**config.mk**
```make
export PLATFORM = sky130hd
export DESIGN_NAME = rx_iq_buffer
export DESIGN_NICKNAME = d
export VERILOG_FILES = /design/src/rtl/rx_iq_pkg.sv /design/src/rtl/rx_iq_ram.sv /design/src/rtl/rx_iq_buffer.sv
export SDC_FILE = /design/constraint.sdc
export NUM_CORES = 1
export LEC_CHECK = 0
export ABC_AREA = 1
export BUFFER_PORTS_ARGS = -buffer_cell sky130_fd_sc_hd__buf_4
export CORE_ASPECT_RATIO = 1.75
export CORE_MARGIN = 1
export CORE_UTILIZATION = 55
export CTS_BUF_LIST = sky130_fd_sc_hd__clkbuf_8
export DETAILED_ROUTE_END_ITERATION = 6
export PLACE_DENSITY = 0.86
export SLEW_MARGIN = 5
export SYNTH_ARGS = -nofsm -noshare
export SYNTH_HDL_FRONTEND = slang
export SYNTH_HIERARCHICAL = 1
export SYNTH_SLANG_ARGS = --single-unit
```
**constraint.sdc**
```tcl
create_clock -name clk_in -period 6.75 [get_ports clk_in]
set_clock_uncertainty 0.1 [all_clocks]
set_input_delay 0.3375 -clock clk_in [delete_from_list [all_inputs] [get_ports clk_in]]
set_output_delay 0.3375 -clock clk_in [all_outputs]
set_load 0.02 [all_outputs]
```
**src/rtl/rx_iq_pkg.sv**
```systemverilog
// Shared sizing defaults, counter width, sample-set record and a saturating
// increment helper for the RX I/Q buffer.
package rx_iq_pkg;

  localparam int unsigned DEPTH    = 8;
  localparam int unsigned SAMPLE_W = 32;
  localparam int unsigned CNT_W    = 16;

  typedef struct packed {
    logic signed [SAMPLE_W-1:0] rx1_i;
    logic signed [SAMPLE_W-1:0] rx1_q;
    logic signed [SAMPLE_W-1:0] rx2_i;
    logic signed [SAMPLE_W-1:0] rx2_q;
  } iq_set_t;

  function automatic logic [CNT_W-1:0] sat_inc(input logic [CNT_W-1:0] c);
    return (c == '1) ? c : c + 1'b1;
  endfunction

endpackage

```
**src/rtl/rx_iq_ram.sv**
```systemverilog
// Simple dual-port storage for packed sample sets: one synchronous write
// port and one registered read port, no reset on the array.
module rx_iq_ram #(
  parameter int unsigned DEPTH  = 8,
  parameter int unsigned DATA_W = 128
) (
  input  logic                     clk_in,
  input  logic                     wr_en,
  input  logic [$clog2(DEPTH)-1:0] wr_addr,
  input  logic [DATA_W-1:0]        wr_data,
  input  logic                     rd_en,
  input  logic [$clog2(DEPTH)-1:0] rd_addr,
  output logic [DATA_W-1:0]        rd_data
);

  logic [DATA_W-1:0] mem [DEPTH];

  always_ff @(posedge clk_in) begin
    if (wr_en) begin
      mem[wr_addr] <= wr_data;
    end
  end

  // Same-address write and read on one edge returns the old word.
  always_ff @(posedge clk_in) begin
    if (rd_en) begin
      rd_data <= mem[rd_addr];
    end
  end

endmodule

```
**src/rtl/rx_iq_buffer.sv**
```systemverilog
// FIFO of DDC sample sets: one write per IQ_valid strobe, pop on rd_req with
// one-cycle latency, drop/underrun accounting and a flush that wins over both.
module rx_iq_buffer #(
  parameter int unsigned DEPTH    = rx_iq_pkg::DEPTH,
  parameter int unsigned SAMPLE_W = rx_iq_pkg::SAMPLE_W
) (
  input  logic                             clk_in,
  input  logic                             reset,
  input  logic signed [SAMPLE_W-1:0]       RX1_I,
  input  logic signed [SAMPLE_W-1:0]       RX1_Q,
  input  logic signed [SAMPLE_W-1:0]       RX2_I,
  input  logic signed [SAMPLE_W-1:0]       RX2_Q,
  input  logic                             IQ_valid,
  input  logic                             rd_req,
  input  logic                             flush,
  output logic                             rd_valid,
  output logic signed [SAMPLE_W-1:0]       rd_RX1_I,
  output logic signed [SAMPLE_W-1:0]       rd_RX1_Q,
  output logic signed [SAMPLE_W-1:0]       rd_RX2_I,
  output logic signed [SAMPLE_W-1:0]       rd_RX2_Q,
  output logic                             empty,
  output logic                             full,
  output logic [$clog2(DEPTH):0]           level,
  output logic                             overflow,
  output logic [rx_iq_pkg::CNT_W-1:0]      drop_count,
  output logic [rx_iq_pkg::CNT_W-1:0]      underrun_count
);

  import rx_iq_pkg::*;

  localparam int unsigned AW = $clog2(DEPTH);
  localparam int unsigned LW = AW + 1;
  localparam int unsigned DW = 4 * SAMPLE_W;

  logic          iq_valid_d;
  logic [AW-1:0] head;
  logic [AW-1:0] tail;
  logic          rd_zero;
  logic [DW-1:0] ram_q;
  logic [DW-1:0] wr_word;

  logic wr_event;
  logic pop_ok;
  logic pop_under;
  logic wr_ok;
  logic wr_drop;

  assign empty = (level == '0);
  assign full  = (level == LW'(DEPTH));

  assign wr_event  = IQ_valid & ~iq_valid_d;
  assign pop_ok    = rd_req & ~flush & ~empty;
  assign pop_under = rd_req & ~flush & empty;
  // A pop on a full buffer frees the slot the write lands in.
  assign wr_ok     = wr_event & ~flush & (~full | pop_ok);
  assign wr_drop   = wr_event & ~flush & full & ~pop_ok;

  assign wr_word = {RX1_I, RX1_Q, RX2_I, RX2_Q};

  rx_iq_ram #(
    .DEPTH  (DEPTH),
    .DATA_W (DW)
  ) u_ram (
    .clk_in  (clk_in),
    .wr_en   (wr_ok),
    .wr_addr (head),
    .wr_data (wr_word),
    .rd_en   (pop_ok),
    .rd_addr (tail),
    .rd_data (ram_q)
  );

  always_ff @(posedge clk_in or posedge reset) begin
    if (reset) begin
      iq_valid_d     <= 1'b0;
      head           <= '0;
      tail           <= '0;
      level          <= '0;
      rd_valid       <= 1'b0;
      rd_zero        <= 1'b1;
      overflow       <= 1'b0;
      drop_count     <= '0;
      underrun_count <= '0;
    end else begin
      iq_valid_d <= IQ_valid;
      if (flush) begin
        head           <= '0;
        tail           <= '0;
        level          <= '0;
        rd_valid       <= 1'b0;
        overflow       <= 1'b0;
        drop_count     <= '0;
        underrun_count <= '0;
      end else begin
        rd_valid <= rd_req;
        if (wr_ok) begin
          head <= head + 1'b1;
        end
        if (pop_ok) begin
          tail <= tail + 1'b1;
        end
        unique case ({wr_ok, pop_ok})
          2'b10:   level <= level + 1'b1;
          2'b01:   level <= level - 1'b1;
          default: ;
        endcase
        if (pop_ok) begin
          rd_zero <= 1'b0;
        end else if (pop_under) begin
          rd_zero <= 1'b1;
        end
        if (wr_drop) begin
          overflow   <= 1'b1;
          drop_count <= sat_inc(drop_count);
        end
        if (pop_under) begin
          underrun_count <= sat_inc(underrun_count);
        end
      end
    end
  end

  // The RAM read register has no reset; rd_zero masks it after reset and
  // after an underrun pop, and holds the last popped set otherwise.
  always_comb begin
    {rd_RX1_I, rd_RX1_Q, rd_RX2_I, rd_RX2_Q} = rd_zero ? '0 : ram_q;
  end

endmodule
```
Yosys cells after proc, flatten, opt, wreduce, memory -nomap -nowiden
Memory sizes are Yosys's and may differ from the RTL's. A register that Yosys moved wholly into a read port is not among the register bits.
Cells that the tools add are included.
{ "word_totals": {"input_bits": 133, "elab_cells": 67, "register_bits": 46, "mem_count": 1, "output_inout_bits": 168, "mem_bits_rw": 1024} }
{ "classes": {"bitwise": 14, "addsub": 6, "n_reduce_logical": 10, "eq_ne": 7, "mux": 20} }
{ "mem_list": {"columns": ["name", "words", "width", "rd", "rd_clocked_by_memory_dff", "write_ports", "line", "text"], "rows": [
  ["u_ram.mem", 8, 128, 1, 1, 1, "rx_iq_ram.sv:16", "logic [DATA_W-1:0] mem [DEPTH];"]
]} }
{ "ops": {"columns": ["cell", "n"], "rows": [
  ["128-bit two-way mux", 1],
  ["16-bit two-way mux", 6],
  ["16-bit by 1-bit adder with 16-bit output (second input constant)", 2],
  ["16-bit equality test (second input constant)", 2],
  ["3-bit two-way mux", 4],
  ["2-bit nonzero test", 5],
  ["1-bit bitwise AND", 8],
  ["4-bit one-hot mux with 2 select lines", 1],
  ["1-bit two-way mux", 7],
  ["3-bit by 1-bit adder with 3-bit output (second input constant)", 2],
  ["2-bit AND reduction", 3],
  ["1-bit NOT", 5],
  ["4-bit by 1-bit adder with 4-bit output (second input constant)", 1],
  ["4-bit equality test (second input constant)", 1],
  ["4-bit logical NOT", 1],
  ["4-bit two-way mux", 1],
  ["2-bit inequality test (second input constant)", 2],
  ["4-bit by 1-bit subtractor with 4-bit output (second input constant)", 1],
  ["3-bit nonzero test", 1],
  ["2-bit by 1-bit equality test with 1-bit output (second input constant)", 1],
  ["2-bit equality test (second input constant)", 1],
  ["1-bit OR", 1]
]} }

Longest topological paths before layout
Gate-level depths: netlist of run 1.
{ "depth": {"depth_word": 8, "ltp_mapped": 14, "ltp_nobuf": 14} }

Hierarchy
Netlist of run 1, hierarchy kept.
{ "modules_own_cells": {"columns": ["module", "cells_per_inst", "n_inst", "area_each_um2", "seq_area_each_um2"], "rows": [
  ["rx_iq_ram", 4570, 1, 48358.9, 34593.2],
  ["rx_iq_buffer", 670, 1, 3971.3, 1152.4]
]} }

Least setup slack after synthesis of run 1
Ideal clock, no wire load.
{ "synth_timing": {"path_kind": "reg2reg", "from": "register level[0]", "to": "memory u_ram.mem[1][0], enable pin", "n_path_buf": 0, "t_arrival_ns": 6.573, "period_less_slack_ns": 7.290, "path_stages_with_launch": 9, "slack_ns": -0.540, "setup_time_ns": 0.618, "required_time_ns": 6.032, "path_cell_list": "dfrtp_1 nor2_2 nand3_2 inv_1 nand2_1 nand2_1 inv_1 nand2_1 nor2_1"} }
{ "synth_between": {"word_cells_on_any_way": 9, "cone_classes": "1 x eq/ne; 2 x mux; 5 x bitwise; 1 x reduce/logical"} }
{ "synth_lines": {"columns": ["element", "line", "text"], "rows": [
  ["start, declared", "rx_iq_buffer.sv:23", "output logic [$clog2(DEPTH):0] level,"],
  ["start signal, assigned", "rx_iq_buffer.sv:103", "2'b10: level <= level + 1'b1;"],
  ["start signal, assigned", "rx_iq_buffer.sv:104", "2'b01: level <= level - 1'b1;"],
  ["4-bit equality test", "rx_iq_buffer.sv:49", "assign full = (level == LW'(DEPTH));"],
  ["named net full", "rx_iq_buffer.sv:22", "output logic full,"],
  ["1-bit NOT", "rx_iq_buffer.sv:55", "assign wr_ok = wr_event & ~flush & (~full | pop_ok);"],
  ["1-bit OR", "rx_iq_buffer.sv:55", null],
  ["1-bit bitwise AND", "rx_iq_buffer.sv:55", null],
  ["named net wr_ok", "rx_iq_buffer.sv:45", "logic wr_ok;"],
  ["1-bit two-way mux", "rx_iq_ram.sv:19", "if (wr_en) begin"],
  ["1-bit two-way mux (not written as such)", "rx_iq_ram.sv:20", "mem[wr_addr] <= wr_data;"],
  ["end, declared", "rx_iq_ram.sv:16", null]
]} }
The timed path passes the listed nets, and every way through them passes these cells.

==> metrics.log, run 1 <==
INFO  metric post-route-drc-count = 0
INFO  metric maxCapViolations = 0
INFO  metric final-setup-viol-count = 0
INFO  metric post_route_setup_slack = 3120 ps
INFO  metric finalNetCount = 5794
INFO  metric io_buffer_count = 300
INFO  metric postSynthCellCount = 5240
INFO  metric timing.setup.critical_path_class = reg -> reg
INFO  metric netlist-cell-type-count = 32
INFO  metric crit_path_end_kind = flop
INFO  metric die_height = 410.1 um
INFO  metric proportion_of_netlist_area_held_by_the_largest_area_contributor = 66.11%
INFO  metric post_cts_resized = 0
INFO  metric pwr_density_cell = 284.4 nW/um^2
INFO  metric mostFrequentLayoutCell = sky130_fd_sc_hd__nand2_1
INFO  metric max_slew.worst_pin.slew = 1201 ps
INFO  metric clock_sink_count = 1198
INFO  metric timing.hold.worst.class = in -> async
INFO  metric post_route_cells_drive_above_1_share = 10.63%
INFO  metric h-tree-depth = 4
INFO  metric hpwl = 64.30 mm
INFO  metric count_of_pins_over_their_slew_limit = 0
INFO  metric final_util = 63.53%
INFO  metric worst_ep_arrival_time = 4150 ps
INFO  metric syn-mean-instance-area = 9.987 um^2
INFO  metric tritoncts.num_buffers = 163
INFO  metric design.portCount = 301
INFO  metric synth.area.top_cells = sky130_fd_sc_hd__edfxtp_1 (66%), sky130_fd_sc_hd__nand2_1 (13%), sky130_fd_sc_hd__inv_1 (8.6%)
INFO  metric post_drt_wl_per_cell = 17.63 um
INFO  metric ys_ff_latch = 1198
INFO  metric worst_slew_margin_rel = 19.96%
INFO  metric required = 7270 ps
INFO  metric number_of_global_route_vias_before_repair = 36580
INFO  metric cts.clk_slew.worst_paths = 70 ps
INFO  metric synth_top_area_cell = sky130_fd_sc_hd__edfxtp_1
INFO  metric insertion_delay = 870 ps
INFO  metric cp_max_fo = 181
INFO  metric drt-total-wl = 123.5 mm
INFO  metric drt_pre_antenna_iters = 6
INFO  metric initial_utilization = 55.47%
INFO  metric via_count = 36460
INFO  metric floorplan.rows = 149
INFO  metric grt_max_degree = 239
INFO  metric synth_nets = 5380
INFO  metric syn2layout_area_growth = 14.52%
INFO  metric horizontal_die_dimension = 235.2 um
INFO  metric final-hold-violation-count = 0
INFO  metric global_route_wire_length_before_repair = 191.2 mm
INFO  metric leakagePower = 27.54 nW
INFO  metric grt_overflow = 0
INFO  metric routed_via_density = 5.206
INFO  metric placeableCoreArea = 94330 um^2
INFO  metric irDropWorstVdd = 0.3503 mV
INFO  metric die_area = 96430 um^2
INFO  metric fmaxAchievable = 275.5 MHz
INFO  metric status = finished, final reports clean
INFO  metric final.period_utilization = 53.77%
INFO  metric yosysSeqAreaShare = 68.31%
INFO  metric crit_path_start_kind = flop
INFO  metric layout.cells.most_common_list = sky130_fd_sc_hd__nand2_1 (1795), sky130_fd_sc_hd__inv_1 (1238), sky130_fd_sc_hd__edfxtp_1 (1152)
INFO  metric initial_antenna_violation_count = 10
INFO  metric routabilityCongestion = 0.8649
INFO  metric cts_buffer_depth = 3
INFO  metric detailedPlace.worstSlack = 3106 ps
INFO  metric synth_area = 52330 um^2
INFO  metric groute.usage.overall = 25.59%
INFO  metric synthesis.yosys.warnings = 6
INFO  metric finalWorstPathRequiredPeriod = 3630 ps
INFO  metric rsz0062_at_grt = no
INFO  metric antenna_left = 0
INFO  metric first_iter_violations = 3257
INFO  metric clock_tree.root_cell = sky130_fd_sc_hd__clkbuf_8
INFO  metric cts_tree = done
area by class of cell:
cell class,instances,area [um^2]
flip-flops and latches,1198,35760
repair buffers,471,3956
diodes,11,27.53
clock buffers,170,2340
inverters,1200,4536
clock inverters,126,840.8
fillers,6912,34400
well taps,1208,1511
multi-input cells,2620,10960
registers in the layout (all words and copies together), names as in the netlist:
name,flops
u_ram/rd_data,128
underrun_count,16
level,4
rd_zero,1
overflow,1
iq_valid_d,1
tail,3
rd_valid,1
drop_count,16
head,3
u_ram/mem,1024
synthesized netlist by cell type (all sizes together):
cell	number
nand2	1803
inv	1200
edfxtp	1152
nand3	565
nor2	176
buf	174
clkbuf	48
dfrtp	45
o21ai	33
nand4	12
xor2	9
or2	7
ha	6
a21oi	4
o21bai	2
dfstp	1
fa	1
nor3	1
xnor2	1
final timing paths:
| kind | startpoint | slack [ps] | endpoint | cells after the start |
|---|---|---|---|---|
| worst max register to register | tail[0]$_DFFE_PP0P_ | 3120 | u_ram/rd_data[113]$_DFFE_PP_ | 7 |
| max in group asynchronous | reset | 5970 | tail[2]$_DFFE_PP0P_ | 4 |
| worst min-delay path | reset | 90 | underrun_count[13]$_DFFE_PP0P_ | 4 |
| worst max-delay path | tail[0]$_DFFE_PP0P_ | 3120 | u_ram/rd_data[113]$_DFFE_PP_ | 7 |
| worst min register to register | overflow$_DFFE_PP0P_ | 430 | overflow$_DFFE_PP0P_ | 2 |
| min in group clk_in | RX2_Q[21] | 140 | u_ram/mem[4][21]$_DFFE_PP_ | 2 |
through the flow:
| stage | instance area (um^2) | power, mW | hold slack (ps) | TNS (ps) | std cells |
|---|---|---|---|---|---|
| after floorplan | 52330 | 10.88 | 268.9 | -478480 | 5240 |
| after global placement | 55390 | 11.45 | 358.5 | 0 | 6564 |
| after detailed placement | 55390 | 11.62 | 362.4 | 0 | 6564 |
| after CTS | 59900 | 17.09 | 15.28 | 0 | 6993 |
| after global routing | 59920 | 17.82 | 81.44 | 0 | 7001 |
| final | 59930 | 17.04 | 89.37 | 0 | 7004 |
repair_timing:
item | 4_1_cts | 5_1_grt
hold buffers | 133 | 0
setup buffers | 0 | 0
hold endpoints to repair | 1097 | 0
setup endpoints to repair | 0 | 0
where the power goes:
part           switching, mW  total (mW)  internal (mW)  leakage [nW]
Sequential             0.105        8.42           8.32          11.0
Clock                   2.71        5.45           2.74          1.79
Combinational           2.22        3.17          0.951          14.7
metal layers:
layer | up-vias | share of wire [%] | track usage (%)
met5 | - | 0.016 | 0
met4 | 4 | 3.7 | 12.43
met3 | 367 | 8.6 | 4.800
met2 | 1793 | 51 | 44.98
met1 | 17210 | 37 | 30.12
li1 | 17090 | - | -
logic make-up (layout without fill, tap and decap cells):
logic type	count (synthesis)	in the layout	share of synthesized area [%]
other	0	11	0
buffers and inverters	1422	1967	10.87
adders and majority gates	7	7	0.1817
DFF	1198	1198	68.31
xor gates and xnor gates	10	10	0.1674
and+or+nand+nor	2564	2564	20.01
AOI/OAI and AO/OA	39	39	0.4686
critical path, cell delays in order, from the launching register on:
cell	delay, ps
sky130_fd_sc_hd__dfrtp_4	910
sky130_fd_sc_hd__buf_12	650
sky130_fd_sc_hd__buf_4	1000
sky130_fd_sc_hd__nand2_1	160
sky130_fd_sc_hd__nand3_1	150
sky130_fd_sc_hd__nand2_1	80
sky130_fd_sc_hd__nand2_1	80
sky130_fd_sc_hd__nand2_1	70
Note: power is estimated with default switching activity, not from simulation.
==> run 2, diff against run 1 <==
--- a/config.mk
+++ b/config.mk
@@ -5,14 +5,14 @@
 export SDC_FILE = /design/constraint.sdc
 export NUM_CORES = 1
 export LEC_CHECK = 0
-export ABC_AREA = 1
+export ABC_AREA = 0
 export BUFFER_PORTS_ARGS = -buffer_cell sky130_fd_sc_hd__buf_4
 export CORE_ASPECT_RATIO = 1.75
 export CORE_MARGIN = 1
 export CORE_UTILIZATION = 55
 export CTS_BUF_LIST = sky130_fd_sc_hd__clkbuf_8
 export DETAILED_ROUTE_END_ITERATION = 6
-export PLACE_DENSITY = 0.86
+export PLACE_DENSITY = 0.83
 export SLEW_MARGIN = 5
 export SYNTH_ARGS = -nofsm -noshare
 export SYNTH_HDL_FRONTEND = slang
==> constraint.sdc (replaced) <==
create_clock -name clk_in -period 3.55 [get_ports clk_in]
set_clock_uncertainty 0.1 [all_clocks]
set_input_delay 0.1775 -clock clk_in [delete_from_list [all_inputs] [get_ports clk_in]]
set_output_delay 0.1775 -clock clk_in [all_outputs]
set_load 0.02 [all_outputs]
==> metrics.log, run 2 <==
INFO  metric synth-main-ff-cell = sky130_fd_sc_hd__edfxtp_1
INFO  metric biggestRegsByFlops = u_ram/mem: 1024 flops, u_ram/rd_data: 128 flops
INFO  metric cp_cell_instances = buf_4, nor2b_1, buf_4
INFO  metric maxCapViolations = 0 (unchanged)
INFO  metric horizontal_die_dimension = 221.0 um (-6.0%)
INFO  metric hold_path_depth = 2
INFO  metric grt-busiest-layer = met2
INFO  metric irDropWorstVdd = 0.5025 mV (+43%)
INFO  metric worst_slew_margin_rel = 38.87% (+19 points)
INFO  metric post_route_cells_drive_above_1_share = 32.59% (+22 points)
INFO  metric first_iter_violations = 1822 (-44%)
INFO  metric cellInternalPower = 23.49 mW (+96%)
INFO  metric routed_via_density = 5.845 (+12%)
INFO  metric crit_path_start_kind = flop
INFO  metric post_drt_wl_per_cell = 25.75 um (+46%)
INFO  metric cp_num_buf_inv = 2 (unchanged)
INFO  metric switching_share = 25.39% (-4.2 points)
INFO  metric global_route_wire_length_before_repair = 148.1 mm (-23%)
INFO  metric grt_overflow = 0 (unchanged)
INFO  metric mostFrequentLayoutCell = sky130_fd_sc_hd__edfxtp_1
INFO  metric cp_max_fo = 38 (-79%)
INFO  metric floorplan.rows = 140 (-6.0%)
INFO  metric setup-tns-final = 0 ps (unchanged)
INFO  metric global_route.usage.met2 = 41.83% (-3.1 points)
INFO  metric synth_top_area_cell = sky130_fd_sc_hd__edfxtp_1
INFO  metric post-route-drc-count = 0 (unchanged)
INFO  metric async_reset_ff_share = 3.840% (unchanged)
INFO  metric ys_top_cells_by_count = sky130_fd_sc_hd__edfxtp_1 (1152), sky130_fd_sc_hd__mux4_2 (184), sky130_fd_sc_hd__nor2b_1 (129)
INFO  metric finalNetCount = 2808 (-52%)
INFO  metric drt-total-wl = 99.43 mm (-19%)
INFO  metric leakagePower = 18.23 nW (-34%)
INFO  metric ys_ff_latch = 1198 (unchanged)
INFO  metric critPathSlowestCell = sky130_fd_sc_hd__dfstp_4
INFO  metric max_stage_delay = 960 ps (-40 ps)
INFO  metric finalWorstPathRequiredPeriod = 2952 ps
INFO  metric largest_register = u_ram/mem
INFO  metric comb_power_share = 17.3% (-1.3 points)
INFO  metric hpwl = 56.00 mm (-13%)
INFO  metric clock_sink_count = 1198 (unchanged)
INFO  metric timing.setup.critical_path_class = reg -> out
INFO  metric final-setup-viol-count = 0 (unchanged)
INFO  metric rsz0062_at_grt = no
INFO  metric pwr_density_cell = 570.3 nW/um^2 (+100%)
INFO  metric post-synth-top-count-cell = sky130_fd_sc_hd__edfxtp_1
INFO  metric pwr-share-seq = 51.6% (+2.2 points)
INFO  metric synth_nets = 2154 (-60%)
INFO  metric netlist-cell-type-count = 50 (+56%)
INFO  metric grt_max_degree = 92 (-62%)
INFO  metric initial_utilization = 55.47% (about the same)
INFO  metric number_of_flops_mapped_to_enable_cells_by_yosys = 1152 (unchanged)
INFO  metric syn-mean-instance-area = 22.92 um^2 (+130%)
INFO  metric reg2regPathDepth = 6 (-1)
INFO  metric critical_path.most_common_cell = sky130_fd_sc_hd__buf_4
INFO  metric cts_tree = done
INFO  metric antenna_left = 0 (unchanged)
INFO  metric insertion_delay = 840 ps (-30 ps)
INFO  metric io_buffer_count = 300 (unchanged)
INFO  metric status = finished, final reports clean
INFO  metric drt_pre_antenna_iters = 5 (-1)
INFO  metric worst-path-stages = 3 (-4)
INFO  metric die_area = 85130 um^2 (-12%)
INFO  metric h-tree-depth = 4 (unchanged)
INFO  metric yosysSeqAreaShare = 77.44% (+9.1 points)
INFO  metric cts.clk_slew.worst_paths = 60 ps (about the same)
INFO  metric fmaxAchievable = 338.7 MHz
INFO  metric max_slew.worst_pin.slew = 915.9 ps (-284.8 ps)
INFO  metric postSynthCellCount = 2014 (-62%)
INFO  metric crit_path_end_kind = output pin
INFO  metric clock_tree.root_cell = sky130_fd_sc_hd__clkbuf_8
INFO  metric proportion_of_netlist_area_held_by_the_largest_area_contributor = 74.95% (+8.8 points)
INFO  metric number_of_global_route_vias_before_repair = 24290 (-34%)
INFO  metric routabilityCongestion = 0.8144 (-5.8%)
INFO  metric cts_buffer_depth = 3 (unchanged)
INFO  metric initial_antenna_violation_count = 8 (-2)
INFO  metric design.portCount = 301 (unchanged)
INFO  metric required = 3270 ps (-4000 ps)
INFO  metric worst_ep_arrival_time = 2670 ps (-1480 ps)
INFO  metric final.period_utilization = 83.16%
INFO  metric tritoncts.num_buffers = 163 (unchanged)
INFO  metric syn2layout_area_growth = 19.60%
INFO  metric synth_area = 46160 um^2 (-12%)
INFO  metric timing.hold.worst.class = in -> reg
INFO  metric count_of_pins_over_their_slew_limit = 0 (unchanged)
INFO  metric synth.area.top_cells = sky130_fd_sc_hd__edfxtp_1 (75%), sky130_fd_sc_hd__mux4_2 (9.0%), sky130_fd_sc_hd__mux4_1 (4.1%)
INFO  metric groute.usage.overall = 23.81% (-1.8 points)
INFO  metric final-hold-violation-count = 0 (unchanged)
INFO  metric synthesis.yosys.warnings = 6 (unchanged)
INFO  metric layout.cells.most_common_list = sky130_fd_sc_hd__edfxtp_1 (1152), sky130_fd_sc_hd__buf_4 (325), sky130_fd_sc_hd__dlygate4sd3_1 (225)
INFO  metric via_count = 22570 (-38%)
INFO  metric worst_hold_slack = 67.32 ps (-22.05 ps)
INFO  metric die_height = 385.2 um (-6.1%)
INFO  metric final_power = 31.48 mW (+85%)
INFO  metric net-switching-power = 7.992 mW (+59%)
INFO  metric placeableCoreArea = 83200 um^2 (-12%)
INFO  metric globalRouteMet3Util = 4.786% (-0.014 points)
INFO  metric critical_path.top_delay_family = flip-flops
INFO  metric pwr-share-clk = 31.2% (-0.8 points)
INFO  metric largest_register_ff_count = 1024 (unchanged)
INFO  metric use_met1 = 29.44% (-0.68 points)
run 2: logic make-up (layout without fill, tap and decap cells):
kind of cell | after synthesis | after routing | synth area share (%)
compound gates | 22 | 22 | 0.2901
xor+xnor | 32 | 32 | 0.6072
fa+ha+maj | 7 | 7 | 0.2060
buf+inv | 101 | 879 | 1.784
flops | 1198 | 1198 | 77.44
mux | 387 | 387 | 16.26
other cells | 0 | 5 | 0
simple gates | 267 | 267 | 3.405
run 2: path summary, 6_finish.rpt:
path,slack (ps),start,endpoint
max reg2reg,780,iq_valid_d$_DFF_PP0_,u_ram/mem[3][66]$_DFFE_PP_
max,600,rd_zero$_DFFE_PP1P_,rd_RX1_I[6]
min reg2reg,460,overflow$_DFFE_PP0P_,overflow$_DFFE_PP0P_
max in group asynchronous,1860,reset,rd_zero$_DFFE_PP1P_
min in group asynchronous,580,reset,drop_count[8]$_DFFE_PP0P_
min,70,RX2_I[26],u_ram/mem[4][58]$_DFFE_PP_
run 2: cell type report:
| type | count | area (um^2) |
|---|---|---|
| tap | 1065 | 1333 |
| inverter | 7 | 26.28 |
| clock buffer | 170 | 2340 |
| fill | 5021 | 28000 |
| timing repair buffer | 583 | 5353 |
| sequential | 1198 | 35770 |
| antenna | 5 | 12.51 |
| clock inverter | 119 | 686.9 |
| multi-input combinational | 715 | 9688 |
run 2: metal layers:
layer	wire [um]	share of wire (%)
met5	20	0.020
met4	2558	2.6
met3	6014	6.0
met2	52680	53
met1	38160	38
run 2: power by group through the flow:
| stage | Clock [mW] | Sequential, mW | Combinational, mW |
|---|---|---|---|
| detailed placement | 0 | 16.5 | 5.24 |
| finish | 9.82 | 16.2 | 5.43 |
| floorplan | 0 | 16.4 | 3.71 |
| global route | 10.6 | 16.3 | 5.75 |
| global placement | 0 | 16.5 | 5.12 |
| CTS | 10.0 | 16.2 | 5.48 |
run 2: metrics by stage:
stage / cells / setup slack (ps) / utilization, % / cell area, um^2
detailed placement: 3343 / 772.1 / 59.99 / 49910
finish: 3862 / 597.8 / 66.35 / 55200
global route: 3861 / 443.2 / 66.34 / 55200
global placement: 3343 / 807.3 / 59.99 / 49910
CTS: 3857 / 475.4 / 66.33 / 55190
floorplan: 2014 / -1237 / - / 46260
run 2: timing repair:
action                                 4_1_cts  5_1_grt
hold buffers                               225        0
resized for setup                            0        0
buffers inserted                             0        0
endpoints found under the hold margin     1097        0
